[config.mk]
export PLATFORM = sky130hd
export DESIGN_NAME = i2c_master_ctrl
export DESIGN_NICKNAME = d
export VERILOG_FILES = /design/src/rtl/i2c_master_ctrl.sv
export SDC_FILE = /design/constraint.sdc
export NUM_CORES = 1
export LEC_CHECK = 0
export ABC_AREA = 1
export CAP_MARGIN = 20
export CORE_MARGIN = 1.5
export CORE_UTILIZATION = 40
export CTS_CLUSTER_DIAMETER = 150
export DETAILED_ROUTE_END_ITERATION = 8
export PLACE_DENSITY = 0.67
export SETUP_SLACK_MARGIN = 0.4
export SLEW_MARGIN = 20
export SYNTH_ARGS = -nofsm -noshare
export SYNTH_HDL_FRONTEND = slang
export SYNTH_SLANG_ARGS = --single-unit
export TNS_END_PERCENT = 10
[constraint.sdc]
create_clock -name clk -period 2.3 [get_ports clk]
set_clock_uncertainty 0.15 [all_clocks]
set_input_delay 0.46 -clock clk [delete_from_list [all_inputs] [get_ports clk]]
set_output_delay 0.46 -clock clk [all_outputs]
set_load 0.005 [all_outputs]
[src/rtl/i2c_master_ctrl.sv]
// ----------------------------------------------------------------------------
// i2c_master_ctrl
//   I2C bus master for single-byte register transfers.
//   Frame: START, slave id (8), R/W (1 = read), ack, mem address (8), ack,
//   one data byte (written by master or read from slave), ack/nack, STOP.
//   All fields MSB first. SCL is generated from clk; SDA is open-drain.
//
// Parameters
//   CLK_DIV       clk cycles per SCL quarter period (>= 1); SCL period = 4*CLK_DIV
//
// Ports
//   clk           system clock, all logic on posedge
//   reset         synchronous, active-high
//   cmd_valid     request strobe, accepted only while idle
//   cmd_read      1 = read, 0 = write
//   cmd_slave_id  slave id byte
//   cmd_addr      slave memory address
//   cmd_wdata     write data
//   busy          high from the cycle after accept until done
//   done          one-clk pulse at transaction end (ok or error)
//   rdata         read byte, valid with done & !error, held until next accept
//   error         set with done on any NACK, cleared on next accept
//   scl_o         SCL level, push-pull
//   sda_oe        1 = pull SDA low, 0 = release
//   sda_i         sampled SDA bus value
//
// State table
//   state      | meaning
//   S_IDLE     | waiting for cmd_valid, bus idle (SCL high, SDA released)
//   S_START    | START condition bit
//   S_SLV_ID   | shifting out slave id, 8 bits
//   S_RW       | R/W bit
//   S_ACK_SEL  | slave ack of id/RW
//   S_MEM_ADDR | shifting out memory address, 8 bits
//   S_ACK_ADDR | slave ack of address
//   S_WR_DATA  | shifting out write data, 8 bits
//   S_ACK_W    | slave ack of write data
//   S_RD_DATA  | shifting in read data, 8 bits
//   S_ACK_R    | master NACK of the single read byte
//   S_STOP     | STOP condition bit
//   S_FINISH   | one clk to raise done and drop busy
// ----------------------------------------------------------------------------
module i2c_master_ctrl #(
  parameter int CLK_DIV = 4
) (
  input  logic       clk,
  input  logic       reset,
  input  logic       cmd_valid,
  input  logic       cmd_read,
  input  logic [7:0] cmd_slave_id,
  input  logic [7:0] cmd_addr,
  input  logic [7:0] cmd_wdata,
  output logic       busy,
  output logic       done,
  output logic [7:0] rdata,
  output logic       error,
  output logic       scl_o,
  output logic       sda_oe,
  input  logic       sda_i
);

  localparam int            QW     = (CLK_DIV > 1) ? $clog2(CLK_DIV) : 1;
  localparam logic [QW-1:0] Q_LAST = QW'(CLK_DIV - 1);

  typedef enum logic [3:0] {
    S_IDLE,
    S_START,
    S_SLV_ID,
    S_RW,
    S_ACK_SEL,
    S_MEM_ADDR,
    S_ACK_ADDR,
    S_WR_DATA,
    S_ACK_W,
    S_RD_DATA,
    S_ACK_R,
    S_STOP,
    S_FINISH
  } state_t;

  state_t        state;
  logic [QW-1:0] qdiv;
  logic [1:0]    quarter;
  logic [3:0]    bit_cnt;
  logic          read_q;
  logic [7:0]    id_q;
  logic [7:0]    addr_q;
  logic [7:0]    wdata_q;
  logic [7:0]    rx_shift;
  logic          sda_smp;

  logic          q_end;
  logic          is_ack;
  state_t        nxt_state;
  logic [3:0]    nxt_bit;
  logic          nxt_pull;

  // Successor of a bit-timed state, evaluated at the last clk of the bit.
  // nack is the SDA level sampled in Q2 of the current bit.
  function automatic state_t next_state_f(input state_t s, input logic [3:0] b,
                                          input logic nack, input logic rd);
    next_state_f = S_IDLE;
    case (s)
      S_START:    next_state_f = S_SLV_ID;
      S_SLV_ID:   next_state_f = (b == 4'd7) ? S_RW : S_SLV_ID;
      S_RW:       next_state_f = S_ACK_SEL;
      S_ACK_SEL:  next_state_f = nack ? S_STOP : S_MEM_ADDR;
      S_MEM_ADDR: next_state_f = (b == 4'd7) ? S_ACK_ADDR : S_MEM_ADDR;
      S_ACK_ADDR: next_state_f = nack ? S_STOP : (rd ? S_RD_DATA : S_WR_DATA);
      S_WR_DATA:  next_state_f = (b == 4'd7) ? S_ACK_W : S_WR_DATA;
      S_ACK_W:    next_state_f = S_STOP;
      S_RD_DATA:  next_state_f = (b == 4'd7) ? S_ACK_R : S_RD_DATA;
      S_ACK_R:    next_state_f = S_STOP;
      S_STOP:     next_state_f = S_FINISH;
      default:    next_state_f = S_IDLE;
    endcase
  endfunction

  // SDA drive applied on entry to Q0 of a bit. A 0 data bit pulls the line;
  // ack, read-data and master-NACK bits release it. STOP starts with SDA low.
  function automatic logic q0_pull_f(input state_t s, input logic [2:0] b,
                                     input logic rd, input logic [7:0] id,
                                     input logic [7:0] addr, input logic [7:0] wd);
    q0_pull_f = 1'b0;
    case (s)
      S_SLV_ID:   q0_pull_f = ~id[3'd7 - b];
      S_RW:       q0_pull_f = ~rd;
      S_MEM_ADDR: q0_pull_f = ~addr[3'd7 - b];
      S_WR_DATA:  q0_pull_f = ~wd[3'd7 - b];
      S_STOP:     q0_pull_f = 1'b1;
      default:    q0_pull_f = 1'b0;
    endcase
  endfunction

  assign q_end     = (qdiv == Q_LAST);
  assign is_ack    = (state == S_ACK_SEL) || (state == S_ACK_ADDR) || (state == S_ACK_W);
  assign nxt_state = next_state_f(state, bit_cnt, sda_smp, read_q);
  assign nxt_bit   = (nxt_state == state) ? bit_cnt + 4'd1 : 4'd0;
  assign nxt_pull  = q0_pull_f(nxt_state, nxt_bit[2:0], read_q, id_q, addr_q, wdata_q);

  always_ff @(posedge clk) begin
    if (reset) begin
      state    <= S_IDLE;
      busy     <= 1'b0;
      done     <= 1'b0;
      error    <= 1'b0;
      rdata    <= 8'h00;
      scl_o    <= 1'b1;
      sda_oe   <= 1'b0;
      qdiv     <= '0;
      quarter  <= 2'd0;
      bit_cnt  <= 4'd0;
      read_q   <= 1'b0;
      id_q     <= 8'h00;
      addr_q   <= 8'h00;
      wdata_q  <= 8'h00;
      rx_shift <= 8'h00;
      sda_smp  <= 1'b1;
    end else begin
      done <= 1'b0;
      case (state)
        S_IDLE: begin
          if (cmd_valid) begin
            read_q  <= cmd_read;
            id_q    <= cmd_slave_id;
            addr_q  <= cmd_addr;
            wdata_q <= cmd_wdata;
            busy    <= 1'b1;
            error   <= 1'b0;
            state   <= S_START;
            qdiv    <= '0;
            quarter <= 2'd0;
            bit_cnt <= 4'd0;
            // START Q0/Q1 look like an idle bus
            scl_o   <= 1'b1;
            sda_oe  <= 1'b0;
          end
        end

        S_FINISH: begin
          busy  <= 1'b0;
          done  <= 1'b1;
          if (read_q && !error) rdata <= rx_shift;
          state <= S_IDLE;
        end

        default: begin
          if (q_end) begin
            qdiv    <= '0;
            quarter <= quarter + 2'd1;

            // single sample per bit, at the last clk of Q2 (SCL high and settled)
            if (quarter == 2'd2) begin
              sda_smp <= sda_i;
              if (state == S_RD_DATA) rx_shift <= {rx_shift[6:0], sda_i};
            end

            if (quarter == 2'd3) begin
              if (is_ack && sda_smp) error <= 1'b1;
              state   <= nxt_state;
              bit_cnt <= nxt_bit;
              scl_o   <= (nxt_state == S_FINISH);
              sda_oe  <= nxt_pull;
            end else begin
              // entering quarter+1 within the same bit
              case (state)
                S_START: begin
                  scl_o <= (quarter != 2'd2);
                  if (quarter == 2'd1) sda_oe <= 1'b1;
                end
                S_STOP: begin
                  scl_o <= 1'b1;
                  if (quarter == 2'd1) sda_oe <= 1'b0;
                end
                default: scl_o <= (quarter != 2'd0);
              endcase
            end
          end else begin
            qdiv <= qdiv + 1'b1;
          end
        end
      endcase
    end
  end

endmodule

==> results of run 1 <==
-- cells by family after synthesis --
family,count (synthesis)
xor gates and xnor gates,1
DFF,59
adders and majority gates,6
buffers and inverters,63
AOI/OAI and AO/OA,87
and+or+nand+nor,219
-- power by group through the flow --
stage / clock network (mW) / logic [mW] / registers, mW
floorplan: 0 / 1.24 / 1.40
global placement: 0 / 1.93 / 1.44
detailed placement: 0 / 1.94 / 1.44
CTS: 0.944 / 2.06 / 1.43
global route: 0.993 / 2.53 / 1.48
finish: 0.927 / 2.28 / 1.45
-- placed cells by master (no fill, tap or decap), types with 2 or more instances in the layout --
cell	netlist	layout
nor2_1	97	80
nand2_1	66	55
dfxtp_1	59	51
clkdlybuf4s50_1	0	41
buf_4	1	40
inv_1	43	37
o21ai_0	50	34
nand3_1	33	26
a21oi_1	28	23
o21ai_1	1	16
nor2_4	1	12
nand2_2	2	11
nand4_1	9	9
clkbuf_8	0	9
buf_6	1	9
nor2_2	2	8
inv_2	4	7
nand3_2	0	7
a21oi_2	1	6
ha_1	6	5
dfxtp_4	0	5
clkinv_2	0	4
inv_4	0	3
nand2_4	1	3
nand3_4	2	3
dfxtp_2	0	3
buf_12	0	3
a211oi_1	2	2
a31oi_1	2	2
nor3_1	3	2
clkinvlp_4	0	2
-- flip-flops by register name, summed over array words and instances (netlist names), 2 cells and up --
register	flops
addr_q	8
wdata_q	8
bit_cnt	4
qdiv	2
rx_shift	8
quarter	2
id_q	8
state	4
rdata	8
-- routing by layer --
metal  up-vias  routed length, um  global-route usage
met5         -                  0                   0
met4         0                137              0.0952
met3        13                315              0.0336
met2        66               3790               0.330
met1      1414               3910               0.290
li1       1602                  -                   -
-- worst register-to-register path, cell delays in order (launching register included) --
cell and delay [ps]:
dfxtp_4 400, inv_2 70, nor2_4 160, nand2_2 80, nand2_2 90, nand2_1 110, nand3_1 140, nand2_2 100
nor2_8 200, nand2_2 90, nor2_1 110, nand2_1 110, clkinv_2 110, nand3_2 80, nand3_2 60, nand2_1 40
nor2_1 100, nand2_1 70, nand2_1 80, a21oi_2 50
-- worst paths after layout --
| check | end | slack, ps | cells past startpoint |
|---|---|---|---|
| setup / recovery | sda_oe | -200 | 19 |
| setup reg to reg | sda_oe | -200 | 19 |
| hold reg to reg | rdata[4] | 300 | 2 |
| hold / removal | rdata[4] | 300 | 2 |
-- metrics by stage --
step	hold slack [ps]	setup TNS [ps]	utilization	setup slack, ps
2_1_floorplan	280	0	-	67.5
3_3_place_gp	283	-130	0.529	-124
3_5_place_dp	289	-596	0.529	-209
4_1_cts	300	-51.3	0.570	-51.3
5_1_grt	319	-640	0.604	-380
6_report	295	-318	0.604	-196
-- layout make-up --
cell class,instances,area (um^2)
Clock buffer,9,124
Multi-Input combinational cell,314,1740
Clock inverter,7,68.8
Fill cell,637,2840
Tap cell,99,124
Sequential cell,59,1200
Inverter,48,189
Timing Repair Buffer,94,887
-- what timing repair did --
action,CTS,global route
resized for setup,36,63
pin swaps,11,29
cloned,0,1
endpoints found under the setup margin,57,56
setup buffers,3,7
==> summary.md, run 1 <==
| Metric | Value |
|---|---|
| Status | finished with violations |
| Violated checks | setup timing |
| Hold Crit Start | rdata[4] |
| Chip height | 88.7 um |
| Clock Pin Slew Worst Setup and Hold Paths | 80 ps |
| Worst setup EP type | register |
| Most frequent cell after synthesis | nor2_1 |
| Via count | 3095 |
| Die W | 88.7 um |
| Clock power share | 0.199 |
| Total chip power | 4.66 mW |
| Global route overflow | 0 |
| Most frequent CP cell | nand2_1 |
| Switching share of power | 0.408 |
| First-pass GRT wire length | 12800 um |
| Worst reg2reg startpoint | state[2] |
| Drt via density | 4.91 |
| Total CTS buffers | 9 |
| Crit path required time | 2370 ps |
| Crit path DAT | 2570 ps |
| Skew-Pair Late Insertion Delay | 340 ps |
| Initial Util | 0.409 |
| Critical Path Max Stage Delay | 400 ps |
| Leak | 1.86 nW |
| Post-synth top cells | nor2_1, nand2_1, dfxtp_1 |
| FFs w/ async S/R, synth | 0 |
| NetSw | 1.90 mW |
| GRT Util Overall | 0.212 |
| Residual DRC count | 0 |
| P&R area growth vs syn | 47.7% |
| Root buf cell | clkbuf_8 |
| Layout Nets | 561 |
| Main combinational cell family by area after synthesis | simple AND/OR/NAND/NOR gates |
| Worst rel slew slack | 0.705 |
| Startpoint types | register |
| Placed cell count | 603 |
| Internal power | 2.76 mW |
| Tmin final | 2500 ps |
| Synth area leaders | dfxtp_1, nor2_1, o21ai_0 |
| Synthesized Nets | 470 |
| Non-Filler Instances | 630 |
| Core Area | 7180 um^2 |
| Largest net degree at the start of global routing | 46 |
| Simple-Gate Fraction of Synth Area | 0.329 |
| IO buf count | 41 |
| Compound-gate portion of the synthesized area | 0.156 |
| Post-route clock period utilization | 1.09 |
| Sequential share of the synthesized area | 0.402 |
| Area share of fa/ha/maj cells after synthesis | 0.0256 |
| Post-synth EDFFs | 0 |
| Vias in the first global route | 2795 |
| CP Class | register to register |
| Share of post-route cells with drive strength above 1 | 0.269 |
| Initial antenna violation count | 0 |
| Comb power frac | 0.490 |
| H-tree depth | 3 |
| Setup ws final | -196 ps |
| Mapped Cells | 435 |
| Deepest clock path buffer count | 2 |
| Post-synthesis mux area share | 0 |
| Gp weighted congestion | 0.943 |
| Area share of the largest cell type after synthesis | 0.402 |
| Maximum vdd drop | 0.413 mV |
| Leading area contributor after synthesis | dfxtp_1 |
| Synthesis Warnings | 0 |
| Crit Path Max Fanout | 6 |
| RSZ-0062 raised after global routing | yes |
| Ys flop type | dfxtp_1 |
| Diodes inserted | 0 |
| Crit-path leading delay family | simple AND/OR/NAND/NOR gates |
| Critical path buffer and inverter count | 2 |
| CTS tree | done |
| Worst slew pin tran | 440 ps |
| Final hold vios | 0 |
| Xor and xnor area share after synthesis | 0.00298 |
| Post-route cell area | 4340 um^2 |
| Flops & latches, synth | 59 |
| Hold buffer count at cts | 0 |
| Pwr Density | 1070 nW/um^2 |
| Launch point of the worst path | state[2] |
| Post-synth cell types | 33 |
| Slowest CP cell | dfxtp_4 |
| Mean post-synth cell area | 6.75 um^2 |
| Sink Count | 59 |
| Max-slew violation count | 0 |
| Netlist Area Pre-Place | 2940 um^2 |
| Post-DP HPWL | 5560 um |
| Average wire per standard cell | 13.0 um |
| Hold Crit Class | register to register |
| Post-DRT Antenna Nets | 0 |
| Total of max-cap violations | 0 |
| Io pins | 42 |
| Proportion of power drawn by flip-flops and latches | 0.311 |
| Endpoints failing setup | 2 |
| DRT iter0 DRCs | 132 |
| Max Fclk | 401 MHz |
| Cell Area, Placed | 3800 um^2 |
| Wirelength, routed | 8160 um |
| # rows | 31 |
| Die area | 7860 um^2 |
| CP cell instances | inv_2 -> nor2_4 -> nand2_2 -> nand2_2 -> nand2_1 -> nand3_1 -> nand2_2 -> nor2_8 -> nand2_2 -> nor2_1 -> nand2_1 -> clkinv_2 -> nand3_2 -> nand3_2 -> nand2_1 -> nor2_1 -> nand2_1 -> nand2_1 -> a21oi_2 |
| Drt first pass iters | 4 |
Note: power is estimated with default switching activity, not from simulation.
==> run 2: changes to the inputs <==
--- a/config.mk
+++ b/config.mk
@@ -13,6 +13,7 @@
 export DETAILED_ROUTE_END_ITERATION = 8
 export PLACE_DENSITY = 0.67
 export SETUP_SLACK_MARGIN = 0.4
+export SKIP_LAST_GASP = 1
 export SLEW_MARGIN = 20
 export SYNTH_ARGS = -nofsm -noshare
 export SYNTH_HDL_FRONTEND = slang
==> summary.md, run 2 (synthesis gave the netlist of run 1 again) <==
| Metric | Value |
|---|---|
| Layout Utilization | 0.596 |
| Worst setup EP type | register |
| Status | finished with violations |
| Share of post-route cells with drive strength above 1 | 0.258 |
| Post-DRT Antenna Nets | 0 |
| Chip height | 88.7 um |
| Place WS | -209 ps |
| Maximum vdd drop | 0.409 mV |
| Die area | 7860 um^2 |
| RSZ-0062 raised after global routing | yes |
| Crit path required time | 2420 ps |
| Worst rel slew slack | 0.710 |
| Seq. cell area | 1200 um^2 |
| Fill count | 646 |
| Initial Util | 0.409 |
| Worst r2r path cells | 19 |
| DRT iter0 DRCs | 164 |
| Gp weighted congestion | 0.943 |
| Tmin final | 2500 ps |
| Crit Path Max Fanout | 6 |
| Placed cell count | 603 |
| Sink Count | 59 |
| Multi-input gate area | 1710 um^2 |
| GRT Util Overall | 0.211 |
| Die W | 88.7 um |
| Diodes inserted | 0 |
| Clock Pin Slew Worst Setup and Hold Paths | 80 ps |
| Total CTS buffers | 9 |
| R2r endpoint | sda_oe |
| Initial antenna violation count | 0 |
| Largest net degree at the start of global routing | 46 |
| CP Class | register to register |
| Setup ws final | -201 ps |
| Core Area | 7180 um^2 |
| Deepest clock path buffer count | 2 |
| Leak | 1.84 nW |
| Post-route clock period utilization | 1.09 |
| Final hold vios | 0 |
| H-tree depth | 3 |
| Average wire per standard cell | 13.0 um |
| Non-Filler Instances | 629 |
| P&R area growth vs syn | 45.5% |
| Post-DP HPWL | 5560 um |
| Io pins | 42 |
| Max Fclk | 400 MHz |
| Pwr Density | 1080 nW/um^2 |
| Max-slew violation count | 0 |
| Skew-Pair Late Insertion Delay | 340 ps |
| Drt first pass iters | 4 |
| Via count | 3103 |
| Endpoints failing setup | 1 |
| Total of max-cap violations | 0 |
| Global route overflow | 0 |
| Layout Nets | 560 |
| Wirelength, routed | 8180 um |
| Worst slew pin tran | 431 ps |
| Hold Crit Class | register to register |
| Setup slack, reg-to-reg | -200 ps |
| CTS tree | done |
| Commonest cells after routing, fill and taps aside | nor2_1, nand2_1, dfxtp_1 |
| Vias in the first global route | 2794 |
| Leading cell type in the layout, fill and taps excluded | nor2_1 |
| Root buf cell | clkbuf_8 |
| Startpoint types | register |
| Crit path DAT | 2620 ps |
| Worst reg2reg startpoint | state[0] |
| First-pass GRT wire length | 12700 um |
| Launch point of the worst path | state[0] |
| Residual DRC count | 0 |
| Violated checks | setup timing |
| Drt via density | 4.93 |
| # rows | 31 |
| Setup_tns | -201 ps |
| Crit path capture | sda_oe |
| IO buf count | 41 |
| Total chip power | 4.64 mW |
[run 2: cell types whose count changed in the layout (fill, tap and decap cells not counted), moves of 2 or more]
cell / previous run / this run
o21ai_0: 34 / 48
o21ai_1: 16 / 2
buf_4: 40 / 44
buf_6: 9 / 5
a21oi_1: 23 / 25
a21oi_2: 6 / 4
nor2_4: 12 / 10
[run 2: timing repair]
| item | CTS | global route |
|---|---|---|
| hold buffers | 0 | 0 |
| cloned | 0 | 1 |
| pin swaps | 4 | 21 |
| buffers inserted | 3 | 6 |
| setup endpoints to repair | 57 | 56 |
| gates resized for setup | 17 | 52 |
[run 2: critical path, stage by stage, from the launching register on]
cell     delay (ps)
dfxtp_2         400
inv_2            70
nor2_4          120
nand2_1         100
nand2_1         110
nand2_1         120
nand3_1         130
nand2_2          90
nor2_8          210
nand2_2          90
nor2_1          110
nand2_1         110
buf_6           140
nand3_1          80
nand3_2          70
nand2_1          50
nor2_1           40
nand2_1          70
nand2_1          60
a21oi_2         100
[run 2: power breakdown]
group	leakage (nW)	internal (mW)	switching, mW	total, mW
clock network	0.0950	0.495	0.435	0.930
logic	1.26	0.970	1.29	2.26
registers	0.487	1.28	0.167	1.44
[run 2: cell type report]
type / instances / share of cell area
inverters: 48 / 0.0436
clock buffers: 9 / 0.0290
well taps: 99 / 0.0290
multi-input cells: 314 / 0.401
repair buffers: 93 / 0.201
flip-flops and latches: 59 / 0.281
clock inverters: 7 / 0.0161
[run 2: layer usage]
metal  share of wire  routed length (um)  GRT usage
met1            0.48                3940      0.288
met5               0                   0          0
met4           0.027                 220     0.0952
met3           0.034                 277     0.0336
met2            0.46                3750      0.327
[run 2: metrics by stage]
stage	hold WS [ps]	cell area (um^2)
global route	319	4270
global placement	283	3800
detailed placement	289	3800
CTS	300	4050
finish	295	4270
floorplan	280	2970
[run 2: worst min-delay path by stage]
stage	start	endpoint	slack, ps	cells past startpoint
5_1_grt	rdata[6]	rdata[6]	320	2
2_1_floorplan	id_q[6]	id_q[6]	280	2
4_1_cts	rdata[4]	rdata[4]	300	2
3_5_place_dp	rdata[6]	rdata[6]	290	2
6_report	rdata[4]	rdata[4]	290	2
3_3_place_gp	rdata[4]	rdata[4]	280	2
==> run 3: changes to the inputs <==
--- a/config.mk
+++ b/config.mk
@@ -7,12 +7,12 @@
 export LEC_CHECK = 0
 export ABC_AREA = 1
 export CAP_MARGIN = 20
-export CORE_MARGIN = 1.5
 export CORE_UTILIZATION = 40
 export CTS_CLUSTER_DIAMETER = 150
 export DETAILED_ROUTE_END_ITERATION = 8
 export PLACE_DENSITY = 0.67
 export SETUP_SLACK_MARGIN = 0.4
+export SKIP_CTS_REPAIR_TIMING = 1
 export SKIP_LAST_GASP = 1
 export SLEW_MARGIN = 20
 export SYNTH_ARGS = -nofsm -noshare
==> summary.md, run 3 (synthesis gave the netlist of run 1 again) <==
| Metric | Value |
|---|---|
| GRT Util Overall | 0.225 |
| IO buf count | 41 |
| Post-DRT Antenna Nets | 0 |
| Global route overflow | 0 |
| Die area | 7690 um^2 |
| Drt first pass iters | 4 |
| Post-route cell area | 4230 um^2 |
| RSZ-0062 raised after global routing | yes |
| Share of post-route cells with drive strength above 1 | 0.228 |
| Chip height | 87.7 um |
| # rows | 30 |
| Post-route clock period utilization | 1.03 |
| Crit path DAT | 2510 ps |
| Commonest cells after routing, fill and taps aside | nor2_1, nand2_1, buf_4 |
| CP Class | register to register |
| Pwr Density | 1080 nW/um^2 |
| Critical path buffer and inverter count | 2 |
| Leak | 1.85 nW |
| Worst slew pin tran | 479 ps |
| Setup ws final | -73.3 ps |
| Slowest CP cell | dfxtp_2 |
| Launch point of the worst path | bit_cnt[1] |
| Violated checks | setup timing |
| P&R area growth vs syn | 44.0% |
| Worst reg2reg startpoint | bit_cnt[1] |
| Endpoints failing setup | 1 |
| CTS tree | done |
| Wirelength, routed | 8090 um |
| Worst setup EP type | register |
| Initial Util | 0.423 |
| Hold Crit Start | rdata[3] |
| Non-Filler Instances | 630 |
| Die W | 87.7 um |
| Deepest clock path buffer count | 2 |
| Io pins | 42 |
| Crit Path Max Fanout | 8 |
| Diodes inserted | 0 |
| Clock Pin Slew Worst Setup and Hold Paths | 70 ps |
| Maximum vdd drop | 0.434 mV |
| Placed cell count | 606 |
| Hold Crit Class | register to register |
| Average wire per standard cell | 12.8 um |
| Crit path required time | 2430 ps |
| Tmin final | 2370 ps |
| Crit-path leading delay family | simple AND/OR/NAND/NOR gates |
| Total of max-cap violations | 0 |
| Critical Path Max Stage Delay | 360 ps |
| Largest net degree at the start of global routing | 49 |
| H-tree depth | 3 |
| Startpoint types | register |
| DRT iter0 DRCs | 156 |
| Root buf cell | clkbuf_8 |
| First-pass GRT wire length | 13300 um |
| Post-DP HPWL | 5720 um |
| Via count | 3142 |
| Vias in the first global route | 2904 |
| Layout Nets | 564 |
| Final Hold Slack | 292 ps |
| Gp weighted congestion | 0.922 |
| Core Area | 6940 um^2 |
| Setup slack, reg-to-reg | -70 ps |
| Total CTS buffers | 9 |
| Status | finished with violations |
| Final hold vios | 0 |
| Place WS | -143 ps |
| Worst rel slew slack | 0.677 |
| Max Fclk | 421 MHz |
| Total chip power | 4.58 mW |
| Cell Area, Placed | 3810 um^2 |
| Drt via density | 4.99 |
| Residual DRC count | 0 |
| Max-slew violation count | 0 |
| Leading cell type in the layout, fill and taps excluded | nor2_1 |
| Initial antenna violation count | 0 |
| Skew-Pair Late Insertion Delay | 350 ps |
| Sink Count | 59 |
| CP cell instances | ha_4 -> nand2_4 -> nor2_4 -> nand3_2 -> nand2_1 -> nor2_1 -> nand3_1 -> nand2_2 -> nor2_8 -> nand3_4 -> inv_4 -> nand3_1 -> nand3_1 -> nand3_1 -> nand2_1 -> inv_1 -> nand2_1 -> nand2_1 -> a21oi_2 |
[run 3: cell type report]
| cell class | count | area [um^2] |
|---|---|---|
| inverter | 48 | 185 |
| fill | 645 | 2720 |
| sequential | 59 | 1200 |
| clock buffer | 12 | 155 |
| multi-input combinational | 314 | 1650 |
| clock inverter | 4 | 71.3 |
| timing repair buffer | 97 | 847 |
| tap | 96 | 120 |
[run 3: path summary, 6_finish.rpt]
check        cells after the start       end
max                             19    sda_oe
min                              2  rdata[3]
max reg2reg                     19    sda_oe
min reg2reg                      2  rdata[3]
[run 3: metrics by stage]
step | util | TNS, ps
final | 0.609 | -73.3
after global routing | 0.609 | -500
after CTS | 0.582 | -1020
after detailed placement | 0.549 | -598
after global placement | 0.549 | -84.2
after floorplan | - | 0
[run 3: per-layer routing]
metal  track usage  up-vias  share of wire
li1              -     1604              -
met1         0.297     1424           0.45
met2         0.359       94           0.47
met3        0.0471       20          0.052
met4        0.0939        0          0.023
met5             0        -              0
[run 3: where the power goes]
group / switching (mW) / internal, mW
Clock: 0.422 / 0.668
Sequential: 0.159 / 1.27
Combinational: 1.20 / 0.864
[run 3: worst reg2reg max path, delay by kind of cell, from the launching register on]
kind,cells,cell delay [ps]
DFF,1,360
AOI/OAI and AO/OA,1,100
adders and majority gates,1,180
and+or+nand+nor,15,1360
buffers and inverters,2,160
